$ cat config.mk
export PLATFORM = sky130hd
export DESIGN_NAME = lsu_byte_sequencer_flat
export DESIGN_NICKNAME = d
export VERILOG_FILES = /design/src/rtl/lsu_byte_sequencer_pkg.sv /design/src/rtl/lsu_byte_sequencer_if.sv /design/src/rtl/lsu_byte_sequencer_load_extend.sv /design/src/rtl/lsu_byte_sequencer.sv /design/src/flat_wrapper.sv
export SDC_FILE = /design/constraint.sdc
export NUM_CORES = 1
export LEC_CHECK = 0
export CORE_MARGIN = 2
export CORE_UTILIZATION = 55
export DETAILED_ROUTE_END_ITERATION = 7
export GPL_ROUTABILITY_DRIVEN = 0
export PLACE_DENSITY_LB_ADDON = 0.12
export SYNTH_ARGS = -nofsm -noshare
export SYNTH_HDL_FRONTEND = slang
export SYNTH_SLANG_ARGS = --single-unit
$ cat constraint.sdc
create_clock -name clk -period 25.9 [get_ports clk]
set_clock_uncertainty 0.05 [all_clocks]
set_input_delay 2.59 -clock clk [delete_from_list [all_inputs] [get_ports clk]]
set_output_delay 2.59 -clock clk [all_outputs]
set_load 0.01 [all_outputs]
$ cat src/rtl/lsu_byte_sequencer_pkg.sv
// Shared state encoding, funct3 encodings and size helpers for the byte-serial LSU.
package lsu_byte_sequencer_pkg;

  localparam int LSU_ADDR_W = 64;
  localparam int LSU_DATA_W = 64;

  typedef enum logic [1:0] {
    IDLE = 2'd0,
    XFER = 2'd1,
    DONE = 2'd2
  } lsu_state_e;

  localparam logic [2:0] F3_B       = 3'b000;
  localparam logic [2:0] F3_H       = 3'b001;
  localparam logic [2:0] F3_W       = 3'b010;
  localparam logic [2:0] F3_D       = 3'b011;
  localparam logic [2:0] F3_BU      = 3'b100;
  localparam logic [2:0] F3_HU      = 3'b101;
  localparam logic [2:0] F3_WU      = 3'b110;
  localparam logic [2:0] F3_ILLEGAL = 3'b111;

  function automatic logic [3:0] size_bytes(input logic [1:0] size);
    return 4'd1 << size;
  endfunction

  // Index of the final byte of an access; doubles as the alignment mask.
  function automatic logic [2:0] last_index(input logic [1:0] size);
    logic [3:0] n;
    n = size_bytes(size) - 4'd1;
    return n[2:0];
  endfunction

  // Unsigned stores do not exist; 3'b111 is unused for both directions.
  function automatic logic is_illegal(input logic write, input logic [2:0] funct3);
    return (funct3 == F3_ILLEGAL) || (write && funct3[2]);
  endfunction

endpackage

$ cat src/rtl/lsu_byte_sequencer_if.sv
// Request/response port of the LSU and its byte-wide data-memory port.
interface lsu_byte_sequencer_if
  import lsu_byte_sequencer_pkg::*;
#(
  parameter int ADDR_W = LSU_ADDR_W,
  parameter int DATA_W = LSU_DATA_W
);
  logic              req_valid;
  logic              req_ready;
  logic              req_write;
  logic [2:0]        req_funct3;
  logic [ADDR_W-1:0] req_addr;
  logic [DATA_W-1:0] req_wdata;
  logic              resp_valid;
  logic [DATA_W-1:0] resp_rdata;
  logic              resp_err;

  modport master (
    output req_valid, req_write, req_funct3, req_addr, req_wdata,
    input  req_ready, resp_valid, resp_rdata, resp_err
  );

  modport slave (
    input  req_valid, req_write, req_funct3, req_addr, req_wdata,
    output req_ready, resp_valid, resp_rdata, resp_err
  );
endinterface

interface lsu_byte_sequencer_mem_if
  import lsu_byte_sequencer_pkg::*;
#(
  parameter int ADDR_W = LSU_ADDR_W
);
  logic [ADDR_W-1:0] mem_addr;
  logic              mem_we;
  logic              mem_re;
  logic [7:0]        mem_wdata;
  logic [7:0]        mem_rdata;

  modport master (
    output mem_addr, mem_we, mem_re, mem_wdata,
    input  mem_rdata
  );

  modport slave (
    input  mem_addr, mem_we, mem_re, mem_wdata,
    output mem_rdata
  );
endinterface

$ cat src/rtl/lsu_byte_sequencer_load_extend.sv
// Sign/zero extension of assembled little-endian load data according to funct3.
module lsu_byte_sequencer_load_extend
  import lsu_byte_sequencer_pkg::*;
(
  input  logic [63:0] asm_i,
  input  logic [2:0]  funct3_i,
  output logic [63:0] data_o
);

  // Select width and extension; unknown encodings produce zero.
  always_comb begin
    data_o = 64'h0;
    case (funct3_i)
      F3_B:    data_o = {{56{asm_i[7]}}, asm_i[7:0]};
      F3_H:    data_o = {{48{asm_i[15]}}, asm_i[15:0]};
      F3_W:    data_o = {{32{asm_i[31]}}, asm_i[31:0]};
      F3_D:    data_o = asm_i;
      F3_BU:   data_o = {56'h0, asm_i[7:0]};
      F3_HU:   data_o = {48'h0, asm_i[15:0]};
      F3_WU:   data_o = {32'h0, asm_i[31:0]};
      default: data_o = 64'h0;
    endcase
  end

endmodule

$ cat src/rtl/lsu_byte_sequencer.sv
// Byte-serial load/store sequencer: one request becomes 1-8 little-endian byte cycles.
// Optional build macro MISALIGN_TRAP_EN turns misaligned accesses into error responses.
module lsu_byte_sequencer
  import lsu_byte_sequencer_pkg::*;
#(
  parameter int ADDR_W = LSU_ADDR_W,
  parameter int DATA_W = LSU_DATA_W
)
(
  input  logic                     clk,
  input  logic                     reset,
  lsu_byte_sequencer_if.slave      req_if,
  lsu_byte_sequencer_mem_if.master mem_if
);

  lsu_state_e        state_q;
  logic              ready_q;
  logic              write_q;
  logic [2:0]        f3_q;
  logic [ADDR_W-1:0] base_q;
  logic [DATA_W-1:0] wdata_q;
  logic [2:0]        cnt_q;
  logic [2:0]        last_q;
  logic [DATA_W-1:0] asm_q;
  logic [DATA_W-1:0] asm_d;

  logic              resp_valid_q;
  logic              resp_err_q;
  logic [DATA_W-1:0] resp_rdata_q;
  logic [ADDR_W-1:0] mem_addr_q;
  logic              mem_we_q;
  logic              mem_re_q;
  logic [7:0]        mem_wdata_q;

  logic              accept_s;
  logic              misalign_s;
  logic              req_err_s;
  logic [2:0]        cnt_nxt_s;
  logic [DATA_W-1:0] ext_s;

  assign accept_s  = req_if.req_valid && ready_q;
  assign cnt_nxt_s = cnt_q + 3'd1;
  assign req_err_s = is_illegal(req_if.req_write, req_if.req_funct3) || misalign_s;

  // Misalignment trap: any address bit below the access size makes the request fail.
  always_comb begin
    misalign_s = 1'b0;
`ifdef MISALIGN_TRAP_EN
    misalign_s = |(req_if.req_addr[2:0] & last_index(req_if.req_funct3[1:0]));
`else
    misalign_s = 1'b0;
`endif
  end

  // Load data including the byte arriving this cycle, so the final byte reaches the response.
  always_comb begin
    asm_d = asm_q;
    asm_d[{cnt_q, 3'b000} +: 8] = mem_if.mem_rdata;
  end

  lsu_byte_sequencer_load_extend u_load_extend (
    .asm_i    (asm_d),
    .funct3_i (f3_q),
    .data_o   (ext_s)
  );

  // Control FSM with all outputs registered.
  always_ff @(posedge clk or posedge reset) begin
    if (reset) begin
      state_q      <= IDLE;
      ready_q      <= 1'b1;
      write_q      <= 1'b0;
      f3_q         <= 3'b000;
      base_q       <= '0;
      wdata_q      <= '0;
      cnt_q        <= 3'd0;
      last_q       <= 3'd0;
      asm_q        <= '0;
      resp_valid_q <= 1'b0;
      resp_err_q   <= 1'b0;
      resp_rdata_q <= '0;
      mem_addr_q   <= '0;
      mem_we_q     <= 1'b0;
      mem_re_q     <= 1'b0;
      mem_wdata_q  <= 8'h00;
    end else begin
      case (state_q)
        IDLE: begin
          resp_valid_q <= 1'b0;
          resp_err_q   <= 1'b0;
          resp_rdata_q <= '0;
          mem_addr_q   <= '0;
          mem_we_q     <= 1'b0;
          mem_re_q     <= 1'b0;
          mem_wdata_q  <= 8'h00;
          if (accept_s) begin
            ready_q <= 1'b0;
            write_q <= req_if.req_write;
            f3_q    <= req_if.req_funct3;
            base_q  <= req_if.req_addr;
            wdata_q <= req_if.req_wdata;
            cnt_q   <= 3'd0;
            last_q  <= last_index(req_if.req_funct3[1:0]);
            asm_q   <= '0;
            if (req_err_s) begin
              state_q      <= DONE;
              resp_valid_q <= 1'b1;
              resp_err_q   <= 1'b1;
            end else begin
              state_q     <= XFER;
              mem_addr_q  <= req_if.req_addr;
              mem_we_q    <= req_if.req_write;
              mem_re_q    <= ~req_if.req_write;
              mem_wdata_q <= req_if.req_write ? req_if.req_wdata[7:0] : 8'h00;
            end
          end else begin
            ready_q <= 1'b1;
          end
        end
        XFER: begin
          asm_q <= asm_d;
          if (cnt_q == last_q) begin
            state_q      <= DONE;
            mem_addr_q   <= '0;
            mem_we_q     <= 1'b0;
            mem_re_q     <= 1'b0;
            mem_wdata_q  <= 8'h00;
            resp_valid_q <= 1'b1;
            resp_err_q   <= 1'b0;
            resp_rdata_q <= write_q ? '0 : ext_s;
          end else begin
            cnt_q       <= cnt_nxt_s;
            mem_addr_q  <= base_q + {{(ADDR_W-3){1'b0}}, cnt_nxt_s};
            mem_wdata_q <= write_q ? wdata_q[{cnt_nxt_s, 3'b000} +: 8] : 8'h00;
          end
        end
        DONE: begin
          state_q      <= IDLE;
          ready_q      <= 1'b1;
          resp_valid_q <= 1'b0;
          resp_err_q   <= 1'b0;
          resp_rdata_q <= '0;
        end
        default: begin
          state_q      <= IDLE;
          ready_q      <= 1'b1;
          resp_valid_q <= 1'b0;
          resp_err_q   <= 1'b0;
          resp_rdata_q <= '0;
          mem_addr_q   <= '0;
          mem_we_q     <= 1'b0;
          mem_re_q     <= 1'b0;
          mem_wdata_q  <= 8'h00;
        end
      endcase
    end
  end

  assign req_if.req_ready  = ready_q;
  assign req_if.resp_valid = resp_valid_q;
  assign req_if.resp_err   = resp_err_q;
  assign req_if.resp_rdata = resp_rdata_q;
  assign mem_if.mem_addr   = mem_addr_q;
  assign mem_if.mem_we     = mem_we_q;
  assign mem_if.mem_re     = mem_re_q;
  assign mem_if.mem_wdata  = mem_wdata_q;

endmodule

$ cat src/flat_wrapper.sv
// flat-port wrapper written by rule: the top's interface ports become plain ports
module lsu_byte_sequencer_flat import lsu_byte_sequencer_pkg::*;
#(
  parameter int ADDR_W = LSU_ADDR_W,
  parameter int DATA_W = LSU_DATA_W
)
  (clk, reset, req_if_req_valid, req_if_req_write, req_if_req_funct3, req_if_req_addr, req_if_req_wdata, req_if_req_ready, req_if_resp_valid, req_if_resp_rdata, req_if_resp_err, mem_if_mem_addr, mem_if_mem_we, mem_if_mem_re, mem_if_mem_wdata, mem_if_mem_rdata);
  lsu_byte_sequencer_if #(.ADDR_W(ADDR_W), .DATA_W(DATA_W)) req_if_i ();
  lsu_byte_sequencer_mem_if #(.ADDR_W(ADDR_W)) mem_if_i ();
  input  logic clk;
  input  logic reset;
  input wire logic [$bits(req_if_i.req_valid)-1:0] req_if_req_valid;
  input wire logic [$bits(req_if_i.req_write)-1:0] req_if_req_write;
  input wire logic [$bits(req_if_i.req_funct3)-1:0] req_if_req_funct3;
  input wire logic [$bits(req_if_i.req_addr)-1:0] req_if_req_addr;
  input wire logic [$bits(req_if_i.req_wdata)-1:0] req_if_req_wdata;
  output wire logic [$bits(req_if_i.req_ready)-1:0] req_if_req_ready;
  output wire logic [$bits(req_if_i.resp_valid)-1:0] req_if_resp_valid;
  output wire logic [$bits(req_if_i.resp_rdata)-1:0] req_if_resp_rdata;
  output wire logic [$bits(req_if_i.resp_err)-1:0] req_if_resp_err;
  output wire logic [$bits(mem_if_i.mem_addr)-1:0] mem_if_mem_addr;
  output wire logic [$bits(mem_if_i.mem_we)-1:0] mem_if_mem_we;
  output wire logic [$bits(mem_if_i.mem_re)-1:0] mem_if_mem_re;
  output wire logic [$bits(mem_if_i.mem_wdata)-1:0] mem_if_mem_wdata;
  input wire logic [$bits(mem_if_i.mem_rdata)-1:0] mem_if_mem_rdata;
  assign req_if_i.req_valid = req_if_req_valid;
  assign req_if_i.req_write = req_if_req_write;
  assign req_if_i.req_funct3 = req_if_req_funct3;
  assign req_if_i.req_addr = req_if_req_addr;
  assign req_if_i.req_wdata = req_if_req_wdata;
  assign req_if_req_ready = req_if_i.req_ready;
  assign req_if_resp_valid = req_if_i.resp_valid;
  assign req_if_resp_rdata = req_if_i.resp_rdata;
  assign req_if_resp_err = req_if_i.resp_err;
  assign mem_if_mem_addr = mem_if_i.mem_addr;
  assign mem_if_mem_we = mem_if_i.mem_we;
  assign mem_if_mem_re = mem_if_i.mem_re;
  assign mem_if_mem_wdata = mem_if_i.mem_wdata;
  assign mem_if_i.mem_rdata = mem_if_mem_rdata;
  lsu_byte_sequencer #(.ADDR_W(ADDR_W), .DATA_W(DATA_W)) u_core (.clk(clk), .reset(reset), .req_if(req_if_i), .mem_if(mem_if_i));
endmodule
==> qor.yml <==
worst_setup_path:
  crit_path_end_kind: "flop"
  timing.rr.start: "u_core.cnt_q[0]"
  path_depth: 7
  crit_type: "in -> reg"
  startpoint_type: "input pin"
  crit_buf_inv: 3
  slowest_delay_ps: 930
  regToRegSetupSlack_ps: 21270
  path_max_fanout: 108
  crit_path_frequent_cell: "buf_4"
  r2r_end: "u_core.req_if.resp_rdata[62]"
  cp.required_ps: 26280
  crit_family: "buffers and inverters"
  cp-startpoint: "req_if_req_valid"
  crit_path_cell_trace: "clkdlybuf4s50_1, nand2_1, nor3_2, buf_4, buf_4, a32oi_1, o21ai_0"
  critPathCapture: "u_core.mem_if.mem_addr[3]"
  worst_r2r_path_depth: 10
  cp.arrival_ps: 5330
  critPathSlowestCell: "buf_4"
timing:
  layout_setup_ws_ps: 20950
  setup-violations-final: 0
  rsz0062_at_grt: "false"
  finalCritPeriodShare_pct: 19.12
  fmax_mhz: 202.0
  tns_ps: 0
  slew_violations: 0
  max_slew_margin_pct: 20.24
  hold_viol: 0
  fin_crit_ps: 4951
  worstMarginPinSlew_ps: 1196
floorplanning:
  io_pins: 284
  core-area_um2: 28630
  die_w_um: 174.4
  row_count: 62
  dieArea_um2: 30410
  initial_core_util_pct: 55.79
  die_h_um: 174.4
synthesis:
  synth_compound_area_share_pct: 13.98
  synth_seq_area_share_pct: 54.07
  synthCells: 1619
  ys_types: 52
  yosys.area_share.adder_pct: 0.6738
  synth_top_family_by_area: "simple AND/OR/NAND/NOR gates"
  ys_ff_latch: 345
  syn-num-nets: 1770
  synth-simple-area-share_pct: 17.72
  synth_xor_area_share_pct: 3.620
  avgSynthCellArea_um2: 9.864
  syn_area_um2: 15970
  muxShareOfSynthArea_pct: 6.848
  synth_warnings: 0
placement:
  dpl_cell_area_um2: 19040
  hpwlAfterDp_um: 27870
  dpl_worst_slack_ps: 20450
  io_buffers: 283
drt:
  vias: 13130
  drt_drc_violations_left: 0
  drt_pass1_iterations: 5
  vias_per_cell: 5.806
  final_antenna_net_count: 0
  totalWireLength_um: 43580
  drtIter0Drc: 1107
  routedWlPerCell_um: 19.27
cts:
  ctsResizeCount: 0
  cts_buffers: 37
  clkLatencyLatePin_ps: 520
  cts.sinks: 345
  post_cts_buffers: 0
  cts_root_buffer: "clkbuf_16"
  h-tree-depth: 2
  hold_buffers: 0
  clkSlewWorstSetupHoldPaths_ps: 60
  cts.path.max_buffers: 3
  cts_tree: "yes"
flow_run:
  max_cap_violations: 0
finish:
  area_delta_synth_final_pct: 27.13
  layout_commonest_cell: "nand2_1"
  mostFrequentLayoutCells: "506 x nand2_1, 344 x dfrtp_1, 283 x clkdlybuf4s50_1, 161 x o21ai_0, 71 x mux2i_1"
  final_util_pct: 70.92
  design_area_um2: 20300
  finalNetCount: 2001
  drive_above_1_share_pct: 7.672
pwr:
  peakVddDrop_uv: 64.42
  power_leakage_uw: 0.009072
  p_per_area_nw_per_um2: 108.8
min_path:
  hold_path_startpoint: "u_core.wdata_q[58]"
  min_path_type: "reg -> reg"
global_routing:
  grt_max_degree: 127
  antenna_found_initial: 3
  grt_pass1_wl_um: 70760
  grt_use_total_pct: 28.95
  grt_pass1_vias: 13370
  grt_overflow: 0
status:
  status: "completed"
[worst min path at each step]
stage                         end  slack [ps]  cells after the start
2_1_floorplan   u_core.wdata_q[0]         390                      2
3_3_place_gp   u_core.wdata_q[24]         400                      2
3_5_place_dp   u_core.wdata_q[18]         410                      2
4_1_cts        u_core.wdata_q[18]         420                      2
5_1_grt        u_core.wdata_q[62]         440                      2
6_report       u_core.wdata_q[58]         420                      2
[cells by family (layout without fill, tap and decap cells)]
family	after synthesis	in the layout
AND/OR/NAND/NOR	666	666
XOR/XNOR	66	66
buffers and inverters	124	382
flip-flops	345	345
adder cells (fa/ha/maj)	8	8
multiplexers	89	89
AO/OA/AOI/OAI	321	321
other	0	1
[area by class of cell]
type | instances | area (um^2)
inverter | 13 | 56.30
sequential | 345 | 8635
timing repair buffer | 303 | 2983
clock inverter | 7 | 91.34
multi-input combinational | 1150 | 6882
fill | 2108 | 8324
tap | 384 | 480.5
antenna | 1 | 2.502
clock buffer | 59 | 1171
[worst min-delay path: stages, from the launching register on]
cell     delay (ps)
dfrtp_1         330
nand2_1          50
nand2_1          60
[per-layer routing]
layer	wire, um	track usage, %
met1	17860	38.56
met2	21340	47.97
met3	3364	6.496
met4	988	8.158
met5	27	0
[flip-flops by register name, indices dropped and copies added (netlist names)]
name and flops:
u_core.state_q 2, u_core.f3_q 3, u_core.base_q 64, u_core.mem_if.mem_re 1, u_core.req_if.resp_err 1, u_core.req_if.resp_rdata 64, u_core.asm_q 64, u_core.req_if.resp_valid 1
u_core.mem_if.mem_we 1, u_core.req_if.req_ready 1, u_core.wdata_q 64, u_core.write_q 1, u_core.mem_if.mem_addr 64, u_core.mem_if.mem_wdata 8, u_core.cnt_q 3, u_core.last_q 3
[metrics by stage]
step	cells	hold WS [ps]	power, uW
CTS	2261	421.2	2219
finish	2262	422.2	2209
detailed placement	2195	407.1	1664
global placement	2195	402.0	1639
global route	2261	442.4	2347
floorplan	1619	390.3	1346
[cell usage after synthesis, drive strengths merged]
cell | count | area (um^2)
mux2 | 2 | 22.52
and2 | 5 | 31.28
a211oi | 1 | 7.510
a21bo | 1 | 10.01
nand4b | 2 | 17.52
and4b | 2 | 20.02
o22ai | 1 | 6.260
fa | 1 | 20.02
nand3 | 28 | 140.1
or4b | 1 | 10.01
nor2b | 4 | 25.02
a21o | 8 | 60.06
nor2 | 41 | 153.9
o211ai | 34 | 410.4
dfrtp | 344 | 8608
nand2 | 507 | 1906
and4 | 5 | 43.79
mux2i | 71 | 710.7
or3 | 4 | 25.02
a22o | 32 | 280.3
nor4 | 11 | 81.32
nor3b | 3 | 22.52
nor3 | 14 | 86.34
a32oi | 41 | 359.1
inv | 13 | 48.80
o21ai | 166 | 830.8
dfstp | 1 | 26.28
mux4 | 16 | 360.4
nand3b | 2 | 15.01
buf | 15 | 85.08
xnor2 | 35 | 306.5
o31ai | 2 | 15.01
a21oi | 4 | 20.02
a22oi | 31 | 232.7
xor2 | 31 | 271.5
nand4 | 22 | 137.6
clkbuf | 96 | 360.4
or2 | 1 | 6.260
nand2b | 3 | 18.77
and3 | 9 | 56.30
nor4b | 2 | 32.53
ha | 7 | 87.58
[report_power, final]
group	internal [uW]	total (uW)	switching (uW)
clock	330	542	213
sequential	721	871	150
combinational	338	796	458
total	1390	2210	821
Power figures use the tool's default switching activity.
